## src/rtl/cpu_debug_scanner_pkg.sv

```systemverilog
// Shared definitions for the CPU debug-port scanner: record kinds,
// scan FSM state type and register-file size.
package cpu_debug_pkg;

  localparam logic [1:0] KIND_PC   = 2'd0;
  localparam logic [1:0] KIND_INST = 2'd1;
  localparam logic [1:0] KIND_RF   = 2'd2;
  localparam logic [1:0] KIND_MEM  = 2'd3;

  localparam int RF_COUNT = 32;

  typedef enum logic [3:0] {
    IDLE,
    SNAP,
    EMIT_PC,
    EMIT_INST,
    RF_SET,
    RF_WAIT,
    RF_EMIT,
    MEM_SET,
    MEM_WAIT,
    MEM_EMIT,
    DONE
  } scan_state_e;

endpackage

```

## src/rtl/cpu_debug_scanner_rec_reg.sv

```systemverilog
// One-entry output record register: a loaded record stays valid and
// unchanged until the consumer accepts it.
module debug_rec_reg
  import cpu_debug_pkg::*;
(
  input  logic        clk,
  input  logic        resetn,
  input  logic        load_i,
  input  logic [1:0]  kind_i,
  input  logic [7:0]  index_i,
  input  logic [31:0] data_i,
  input  logic        ready_i,
  output logic        valid_o,
  output logic [1:0]  kind_o,
  output logic [7:0]  index_o,
  output logic [31:0] data_o
);

  logic        valid_q, valid_d;
  logic [1:0]  kind_q, kind_d;
  logic [7:0]  index_q, index_d;
  logic [31:0] data_q, data_d;

  // Load wins over acceptance so back-to-back records keep valid high.
  always_comb begin
    kind_d  = kind_q;
    index_d = index_q;
    data_d  = data_q;
    if (load_i) begin
      valid_d = 1'b1;
      kind_d  = kind_i;
      index_d = index_i;
      data_d  = data_i;
    end else if (valid_q && ready_i) begin
      valid_d = 1'b0;
    end else begin
      valid_d = valid_q;
    end
  end

  always_ff @(posedge clk or negedge resetn) begin
    if (!resetn) begin
      valid_q <= 1'b0;
      kind_q  <= 2'd0;
      index_q <= 8'd0;
      data_q  <= 32'd0;
    end else begin
      valid_q <= valid_d;
      kind_q  <= kind_d;
      index_q <= index_d;
      data_q  <= data_d;
    end
  end

  assign valid_o = valid_q;
  assign kind_o  = kind_q;
  assign index_o = index_q;
  assign data_o  = data_q;

endmodule

```

## src/rtl/cpu_debug_scanner.sv

```systemverilog
// Debug-port scanner: dumps PC, INST, r0..r31 and a memory window as tagged
// records on a valid/ready stream. Optional SCAN_SKIP_ZERO_EN drops zero RF/MEM words.
module cpu_debug_scanner
  import cpu_debug_pkg::*;
#(
  parameter int unsigned MEM_WORDS = 32,
  parameter logic [31:0] MEM_BASE  = 32'h0000_0000,
  parameter int unsigned RD_LAT    = 1
) (
  input  logic        clk,
  input  logic        resetn,
  input  logic        start,
  output logic        busy,
  output logic        done,
  output logic [4:0]  rf_addr,
  output logic [31:0] mem_addr,
  input  logic [31:0] rf_data,
  input  logic [31:0] mem_data,
  input  logic [31:0] cpu_pc,
  input  logic [31:0] cpu_inst,
  output logic        out_valid,
  input  logic        out_ready,
  output logic [1:0]  out_kind,
  output logic [7:0]  out_index,
  output logic [31:0] out_data
);

  scan_state_e state_q, state_d, adv_state_s, smp_state_s;
  logic [7:0]  idx_q, idx_d, adv_idx_s, smp_idx_s;
  logic [2:0]  wait_q, wait_d;
  logic [31:0] inst_q, inst_d;
  logic [4:0]  rf_addr_q, rf_addr_d;
  logic [31:0] mem_addr_q, mem_addr_d;
  logic        busy_q, busy_d, done_q, done_d;
  logic        load_s, hs_s, in_rf_s, skip_s, last_s;
  logic [1:0]  ld_kind_s;
  logic [7:0]  ld_index_s;
  logic [31:0] ld_data_s, sample_data_s;

  assign hs_s          = out_valid && out_ready;
  assign in_rf_s       = (state_q == RF_SET) || (state_q == RF_WAIT) || (state_q == RF_EMIT);
  assign sample_data_s = in_rf_s ? rf_data : mem_data;

`ifdef SCAN_SKIP_ZERO_EN
  assign skip_s = (sample_data_s == 32'h0);
`else
  assign skip_s = 1'b0;
`endif

  // Where the scan goes after the current index, and where a sample lands.
  always_comb begin
    if (in_rf_s) begin
      last_s = (idx_q == 8'(RF_COUNT - 1));
    end else begin
      last_s = (idx_q == 8'(MEM_WORDS - 1));
    end
    if (last_s) begin
      adv_state_s = in_rf_s ? MEM_SET : DONE;
      adv_idx_s   = 8'd0;
    end else begin
      adv_state_s = in_rf_s ? RF_SET : MEM_SET;
      adv_idx_s   = idx_q + 8'd1;
    end
    smp_state_s = skip_s ? adv_state_s : (in_rf_s ? RF_EMIT : MEM_EMIT);
    smp_idx_s   = skip_s ? adv_idx_s : idx_q;
  end

  // Next-state, record load and address drive.
  always_comb begin
    state_d    = state_q;
    idx_d      = idx_q;
    wait_d     = wait_q;
    inst_d     = inst_q;
    load_s     = 1'b0;
    ld_kind_s  = in_rf_s ? KIND_RF : KIND_MEM;
    ld_index_s = idx_q;
    ld_data_s  = sample_data_s;
    case (state_q)
      IDLE: begin
        if (start) state_d = SNAP;
        else       state_d = IDLE;
      end
      SNAP: begin
        inst_d     = cpu_inst;
        load_s     = 1'b1;
        ld_kind_s  = KIND_PC;
        ld_index_s = 8'd0;
        ld_data_s  = cpu_pc;
        state_d    = EMIT_PC;
      end
      EMIT_PC: begin
        if (hs_s) begin
          load_s     = 1'b1;
          ld_kind_s  = KIND_INST;
          ld_index_s = 8'd0;
          ld_data_s  = inst_q;
          state_d    = EMIT_INST;
        end else begin
          state_d = EMIT_PC;
        end
      end
      EMIT_INST: begin
        if (hs_s) begin
          state_d = RF_SET;
          idx_d   = 8'd0;
        end else begin
          state_d = EMIT_INST;
        end
      end
      RF_SET, MEM_SET: begin
        if (RD_LAT == 32'd1) begin
          state_d = smp_state_s;
          idx_d   = smp_idx_s;
          load_s  = !skip_s;
        end else begin
          wait_d  = 3'(RD_LAT - 32'd2);
          state_d = in_rf_s ? RF_WAIT : MEM_WAIT;
        end
      end
      RF_WAIT, MEM_WAIT: begin
        if (wait_q == 3'd0) begin
          state_d = smp_state_s;
          idx_d   = smp_idx_s;
          load_s  = !skip_s;
        end else begin
          wait_d = wait_q - 3'd1;
        end
      end
      RF_EMIT, MEM_EMIT: begin
        if (hs_s) begin
          state_d = adv_state_s;
          idx_d   = adv_idx_s;
        end else begin
          state_d = state_q;
        end
      end
      DONE:    state_d = IDLE;
      default: state_d = IDLE;
    endcase
    rf_addr_d  = (state_d == RF_SET) ? idx_d[4:0] : rf_addr_q;
    mem_addr_d = (state_d == MEM_SET) ? (MEM_BASE + {22'd0, idx_d, 2'b00}) : mem_addr_q;
    busy_d     = (state_d != IDLE);
    done_d     = (state_d == DONE);
  end

  always_ff @(posedge clk or negedge resetn) begin
    if (!resetn) begin
      state_q    <= IDLE;
      idx_q      <= 8'd0;
      wait_q     <= 3'd0;
      inst_q     <= 32'd0;
      rf_addr_q  <= 5'd0;
      mem_addr_q <= 32'd0;
      busy_q     <= 1'b0;
      done_q     <= 1'b0;
    end else begin
      state_q    <= state_d;
      idx_q      <= idx_d;
      wait_q     <= wait_d;
      inst_q     <= inst_d;
      rf_addr_q  <= rf_addr_d;
      mem_addr_q <= mem_addr_d;
      busy_q     <= busy_d;
      done_q     <= done_d;
    end
  end

  debug_rec_reg u_rec (
    .clk     (clk),
    .resetn  (resetn),
    .load_i  (load_s),
    .kind_i  (ld_kind_s),
    .index_i (ld_index_s),
    .data_i  (ld_data_s),
    .ready_i (out_ready),
    .valid_o (out_valid),
    .kind_o  (out_kind),
    .index_o (out_index),
    .data_o  (out_data)
  );

  assign busy     = busy_q;
  assign done     = done_q;
  assign rf_addr  = rf_addr_q;
  assign mem_addr = mem_addr_q;

endmodule

```

## config.mk

```make
export PLATFORM = sky130hd
export DESIGN_NAME = cpu_debug_scanner
export DESIGN_NICKNAME = d
export VERILOG_FILES = /design/src/rtl/cpu_debug_scanner_pkg.sv /design/src/rtl/cpu_debug_scanner_rec_reg.sv /design/src/rtl/cpu_debug_scanner.sv
export SDC_FILE = /design/constraint.sdc
export NUM_CORES = 1
export LEC_CHECK = 0
export CAP_MARGIN = 25
export CELL_PAD_IN_SITES_DETAIL_PLACEMENT = 1
export CELL_PAD_IN_SITES_GLOBAL_PLACEMENT = 2
export CORE_ASPECT_RATIO = 0.8
export CORE_MARGIN = 2
export CORE_UTILIZATION = 30
export CTS_CLUSTER_DIAMETER = 30
export CTS_CLUSTER_SIZE = 14
export DETAILED_ROUTE_END_ITERATION = 10
export DONT_BUFFER_PORTS = 1
export PLACE_DENSITY = 0.8
export SKIP_LAST_GASP = 1
export SLEW_MARGIN = 20
export SYNTH_ARGS = -nofsm -noshare
export SYNTH_HDL_FRONTEND = slang
export SYNTH_SLANG_ARGS = --single-unit
```

## constraint.sdc

```tcl
create_clock -name clk -period 2.7 [get_ports clk]
set_input_delay 0.135 -clock clk [delete_from_list [all_inputs] [get_ports clk]]
set_output_delay 0.135 -clock clk [all_outputs]
set_load 0.02 [all_outputs]
```

### After elaboration in Yosys (flattened, before gate mapping)

Cells that the tools add are included.

| cells by class | value |
|---|---|
| bitwise gates (word level) | 1 |
| muxes and demuxes | 26 |
| add/subtract/negate cells | 2 |
| reductions and logical operators | 12 |
| equality and inequality tests | 13 |

Operators by type and width:

| cell | number |
|---|---|
| 2-to-1 mux 32 bit | 2 |
| one-hot mux 32 bit (2 select lines) | 1 |
| one-hot mux 8 bit (2 select lines) | 2 |
| one-hot mux 4 bit (7 select lines) | 1 |
| equality test 4 x 3 -> 1 bit (second input constant) | 6 |
| 2-to-1 mux 8 bit | 3 |
| 2-to-1 mux 4 bit | 5 |
| equality test 4 bit (second input constant) | 3 |
| adder 8 x 1 -> 8 bit (second input constant) | 1 |
| equality test 4 x 2 -> 1 bit (second input constant) | 2 |
| equality test 8 x 5 -> 1 bit (second input constant) | 1 |
| 2-to-1 mux 1 bit | 7 |
| OR reduction 2 bit | 3 |
| equality test 4 x 1 -> 1 bit (second input constant) | 1 |
| logical NOT 4 bit | 1 |
| 2-to-1 mux 2 bit | 2 |
| one-hot mux 2 bit (2 select lines) | 1 |
| nonzero test 4 bit | 1 |
| logical NOT 3 bit | 1 |
| 2-to-1 mux 3 bit | 1 |
| one-hot mux 1 bit (3 select lines) | 1 |
| OR reduction 3 bit | 1 |
| subtractor 3 x 1 -> 3 bit (second input constant) | 1 |
| logical OR 1 bit | 2 |
| 4 further kinds | 4 |

| storage, ports and cells | value |
|---|---|
| logic and storage cells | 66 |
| register bits after elaboration | 105 |
| input port bits | 132 |
| output and inout bits | 82 |

### Depth between registers and ports, before layout

| depth | value |
|---|---|
| depth in word-level cells | 8 |
| mapped depth | 12 |
| gate-level depth less buffers | 10 |

### Cells and area by module

From an unflattened synthesis, not the netlist that was laid out.

| unflattened totals | value |
|---|---|
| cell total of the unflattened synthesis | 476 |
| area, all modules | 5706.7 µm² |

Modules (own cells, without submodules):

| module | cells an instance | area an instance (µm²) | instances | seq. area each (µm²) |
|---|---|---|---|---|
| cpu_debug_scanner | 384 | 3908.7 | 1 | 1551.5 |
| debug_rec_reg | 92 | 1798.0 | 1 | 1076.0 |

### Least setup slack after synthesis

No wires, ideal clock.

| timing path | value |
|---|---|
| path type | reg-to-reg |
| from | register state_q[3] |
| to | register rf_addr_q[0] (netlist: rf_addr[0]) |
| path buffers | 3 |
| library setup time | 125 ps |
| cell stages (with the launch flop) | 13 |
| path slack | -93 ps |
| data required time | 2575 ps |
| period minus slack after synthesis | 2793 ps |
| arrival | 2668 ps |
| cells stage by stage | dfrtp_1 buf_4 nand2b_4 a21oi_2 inv_1 clkbuf_1 ha_1 nor3b_1 o32ai_1 nand2b_1 or3_1 buf_6 mux2_4 |

| on the way | value |
|---|---|
| cells in the longest elaborated chain, start to end | 8 |
| elaborated cells on any way between the ends | 24 |
| those cells by class | eq/ne: 10; mux: 8; reduce/logical: 6 |

RTL lines:

| item | RTL line | RTL |
|---|---|---|
| from (decl) | cpu_debug_scanner.sv:28 | `scan_state_e state_q, state_d, adv_state_s, smp_state_s;` |
| from (signal assigned) | cpu_debug_scanner.sv:157 | `state_q <= state_d;` |
| equality test 4 x 3 -> 1 bit | cpu_debug_scanner.sv:41, cpu_debug_scanner.sv:78 |  |
| logical OR 1 bit (2 in a row) | cpu_debug_scanner.sv:41 | `assign in_rf_s = (state_q == RF_SET) \|\| (state_q == RF_WAIT) \|\| (state_q == RF_EMIT);` |
| 2-to-1 mux 4 bit | cpu_debug_scanner.sv:58 | `adv_state_s = in_rf_s ? MEM_SET : DONE;` |
| 2-to-1 mux 4 bit | cpu_debug_scanner.sv:57 | `if (last_s) begin` |
| 2-to-1 mux 4 bit | cpu_debug_scanner.sv:130 | `if (hs_s) begin` |
| one-hot mux 4 bit (7 select lines) (*) | cpu_debug_scanner.sv:78 | `case (state_q)` |
| via state_d[3] | cpu_debug_scanner.sv:28 |  |
| equality test 4 x 3 -> 1 bit (*) | cpu_debug_scanner.sv:140 | `rf_addr_d = (state_d == RF_SET) ? idx_d[4:0] : rf_addr_q;` |
| to (signal assigned) | cpu_debug_scanner.sv:161 | `rf_addr_q <= rf_addr_d;` |
| to (decl) | cpu_debug_scanner.sv:32 | `logic [4:0] rf_addr_q, rf_addr_d;` |

Mark *: on every way through the listed nets, which the timed path passes. The rest lies on a longest branch.
A chain may end at the register's enable or synchronous reset.

### Worst setup path after layout

| timing path | value |
|---|---|
| from | register idx_q[1] |
| to | register mem_addr_q[5] (netlist: mem_addr[5]) |

| on the way | value |
|---|---|
| cells in the longest elaborated chain, start to end | 5 |
| elaborated cells on any way between the ends | 9 |
| those cells by class | add/sub: 1; eq/ne: 2; mux: 6 |

RTL lines:

| item | RTL line | RTL |
|---|---|---|
| from (decl) | cpu_debug_scanner.sv:29 | `logic [7:0] idx_q, idx_d, adv_idx_s, smp_idx_s;` |
| from (signal assigned) | cpu_debug_scanner.sv:158 | `idx_q <= idx_d;` |
| equality test 8 x 5 -> 1 bit | cpu_debug_scanner.sv:53, cpu_debug_scanner.sv:55 |  |
| 2-to-1 mux 4 bit | cpu_debug_scanner.sv:57 |  |
| 2-to-1 mux 4 bit | cpu_debug_scanner.sv:130 |  |
| one-hot mux 4 bit (7 select lines) | cpu_debug_scanner.sv:78 |  |
| via state_d[3] | cpu_debug_scanner.sv:28 |  |
| equality test 4 x 3 -> 1 bit | cpu_debug_scanner.sv:141 | `mem_addr_d = (state_d == MEM_SET) ? (MEM_BASE + {22'd0, idx_d, 2'b00}) : mem_addr_q;` |
| to (signal assigned) | cpu_debug_scanner.sv:162 | `mem_addr_q <= mem_addr_d;` |
| to (decl) | cpu_debug_scanner.sv:33 | `logic [31:0] mem_addr_q, mem_addr_d;` |

The timed path passes the listed nets, and every way through them passes these cells.

==> run summary <==
Initial Util = 30.8%
Post-Synth Simple-Gate Area = 14.4%
Distinct cells, synth = 49
Int Power = 2490 uW
clock latency at the later pin of the worst-skew pair = 0.36 ns
clock power share = 45.8%
Tightest Pin Transition = 0.540 ns
WS Path Type = flop to flop
first-pass GRT wire length = 25,200 um
Warnings, synthesis = 0
CP startpoint kind = flop
total core area = 17,400 um2
Chip Height = 124 um
logic gate share of total power = 5.0%
DRT Pass-1 Iters = 4
largest net degree at the start of global routing = 106
Avg Vias per Cell = 5.28
Synth Flop Type = dfrtp_1
Tot GR Track Use = 17.1%
post-synthesis mux area share = 10.6%
Worst Path Max Fanout = 8
CTS Buf Count = 9
final net count = 732
Critical Path End Type = flop
Power Dens Cells = 496 nW/um2
Sw Share = 22.2%
Reg area = 2630 um2
Yosys reg bits = 105
register area share after synthesis = 49.0%
count leader, synth = dfrtp_1
Pwr Total = 3200 uW
reg-to-reg slack, setup = 0.03 ns
total negative setup slack = 0 ns
cell taking the most area after synthesis = dfrtp_1
syn_area_per_cell = 9.76 um2
Reg clk slew, reported paths = 0.07 ns
Sequential Power Share = 49.2%
post-synth top area share = 49.0%
FILL cells = 1,979
period utilization = 98.8%
min Tclk post-route = 2.67 ns
Max Freq = 375 MHz
Std-Cell Rows = 43
HP Class = input port to flop
H-tree levels = 3
via count of the first global-routing pass = 4,563
CP arrival = 2.91 ns
post-route ant nets = 0
Syn Std Cell Area = 5370 um2
Die Area = 19,000 um2
Required @ worst endpoint = 2.94 ns
Clock Path Buffers = 2
dpl hpwl = 11,400 um
Layout area overhead = 20.1%
Initial DRC Count = 156
Synth Area in Compound Gates = 17.1%
DRC = 0
CTS tree = done
top cells by count, synth = dfrtp_1 (105), nand2_1 (89), a21oi_1 (70)
WL final = 16,600 um
Hold Vio Cnt, Final = 0
Adder-Cell Fraction of Synth Area = 1.40%
CTS root buf = clkbuf_16
Psw = 708 uW
relative slew slack = 64.0%
area of the multi-input gates = 2480 um2
Synth Instances = 550
Die X = 154 um
gpl congestion = 0.809
io pins = 214
MaxCap Viol Count = 0
Final setup viols = 0
final cell count without fillers = 825
initial antenna violation count = 1
worst-case clock skew = 0.00767 ns
main combinational cell family by area after synthesis = compound AO/OA/AOI/OAI gates
Static Leakage = 0.00299 uW
GRT overflow = 0
share of layout cells above drive strength 1 = 18.4%
DP Cell Count = 763
Port-buffer cells = 0
xor/xnor share of the synthesized area = 0.163%
count of pins over their slew limit = 0
Synth area leaders = dfrtp_1 (49%), mux2_2 (8.6%), a21oi_1 (6.5%)
Worst VDD drop = 248 uV
outcome = completed
Synth async-reset ratio = 100%
DR WL/cell = 20.1 um
Via Count = 4,354
Post-synth EDFFs = 0
clk sinks = 105
[per-layer routing]
layer	global-route usage, %	wire length [um]
met5	0	0
met4	6.42	279
met3	4.56	1030
met2	29.1	8340
met1	20.9	6890
[stage by stage]
step	worst slack, ns	cell area [um2]	hold slack (ns)	utilization [%]
after floorplan	0.0241	5460	-0.161	-
after global placement	-0.000703	5610	-0.157	32.2
after detailed placement	-0.0658	5610	-0.157	32.2
after CTS	0.0190	6400	0.000489	36.7
after global routing	-0.0651	6450	0.00151	37.0
final	0.0312	6450	0.0100	37.0
[logic make-up after synthesis]
| logic type | Yosys count |
|---|---|
| xor gates and xnor gates | 1 |
| other | 1 |
| DFF | 105 |
| adders and majority gates | 6 |
| AOI/OAI and AO/OA | 144 |
| and+or+nand+nor | 175 |
| buffers and inverters | 69 |
| muxes | 49 |
[final timing paths]
check	start	depth (start not counted)	to
worst min-delay path	cpu_pc[22]	2	u_rec.data_o[22]
worst max-delay path	idx_q[1]	10	mem_addr[5]
max in group asynchronous	resetn	2	u_rec.data_o[30]
worst max register to register	idx_q[1]	10	mem_addr[5]
worst min register to register	inst_q[25]	1	inst_q[25]
min in group asynchronous	resetn	2	u_rec.data_o[19]
[critical path: stages (launching register included)]
cell and delay [ns]:
dfrtp_1 0.41, ha_4 0.17, nand3b_1 0.07, or4_4 0.45
inv_2 0.11, ha_1 0.19, nor3b_1 0.07, o32ai_2 0.29
nand2b_4 0.20, and3b_2 0.29, mux2_2 0.30
[power groups by stage]
| stage | combinational, uW | sequential (uW) | clock, uW |
|---|---|---|---|
| finish | 161 | 1570 | 1460 |
| global route | 179 | 1570 | 1570 |
| CTS | 162 | 1570 | 1520 |
| detailed placement | 76.0 | 1600 | 0 |
| global placement | 73.9 | 1600 | 0 |
| floorplan | 94.6 | 1600 | 0 |
[placed cells by master, fill, tap and decap left out, types with 16 or more instances in the layout]
master | Yosys | final
buf_4 | 29 | 30
a21oi_1 | 70 | 70
dfrtp_1 | 105 | 105
mux2_2 | 41 | 41
conb_1 | 1 | 24
o21ai_0 | 16 | 16
a221oi_1 | 32 | 32
nand2_1 | 89 | 89
nor2_1 | 48 | 48
dlygate4sd3_1 | 0 | 41
[state kept, by name (all words and copies together) (netlist names)]
name and flops:
u_rec.data_o 32, wait_q 3, mem_addr 8, inst_q 32, idx_q 8, done 1
u_rec.kind_o 2, u_rec.valid_o 1, rf_addr 5, busy 1, u_rec.index_o 8, state_q 4
[final cells by class]
| class | instances | area share [%] |
|---|---|---|
| Tap cell | 225 | 4.37 |
| Multi-Input combinational cell | 399 | 38.5 |
| Antenna cell | 1 | 0.0388 |
| Clock inverter | 5 | 1.34 |
| Inverter | 5 | 0.349 |
| Clock buffer | 11 | 3.76 |
| Sequential cell | 105 | 40.8 |
| Timing Repair Buffer | 74 | 10.9 |
[timing repair]
item / CTS / global route
gates resized for setup: 4 / 5
setup endpoints to repair: 13 / 13
hold endpoints to repair: 145 / 0
pin swaps: 1 / 1
hold buffers: 42 / 0
buffers inserted: 1 / 2
No activity file was read; power rests on OpenSTA's default activity.
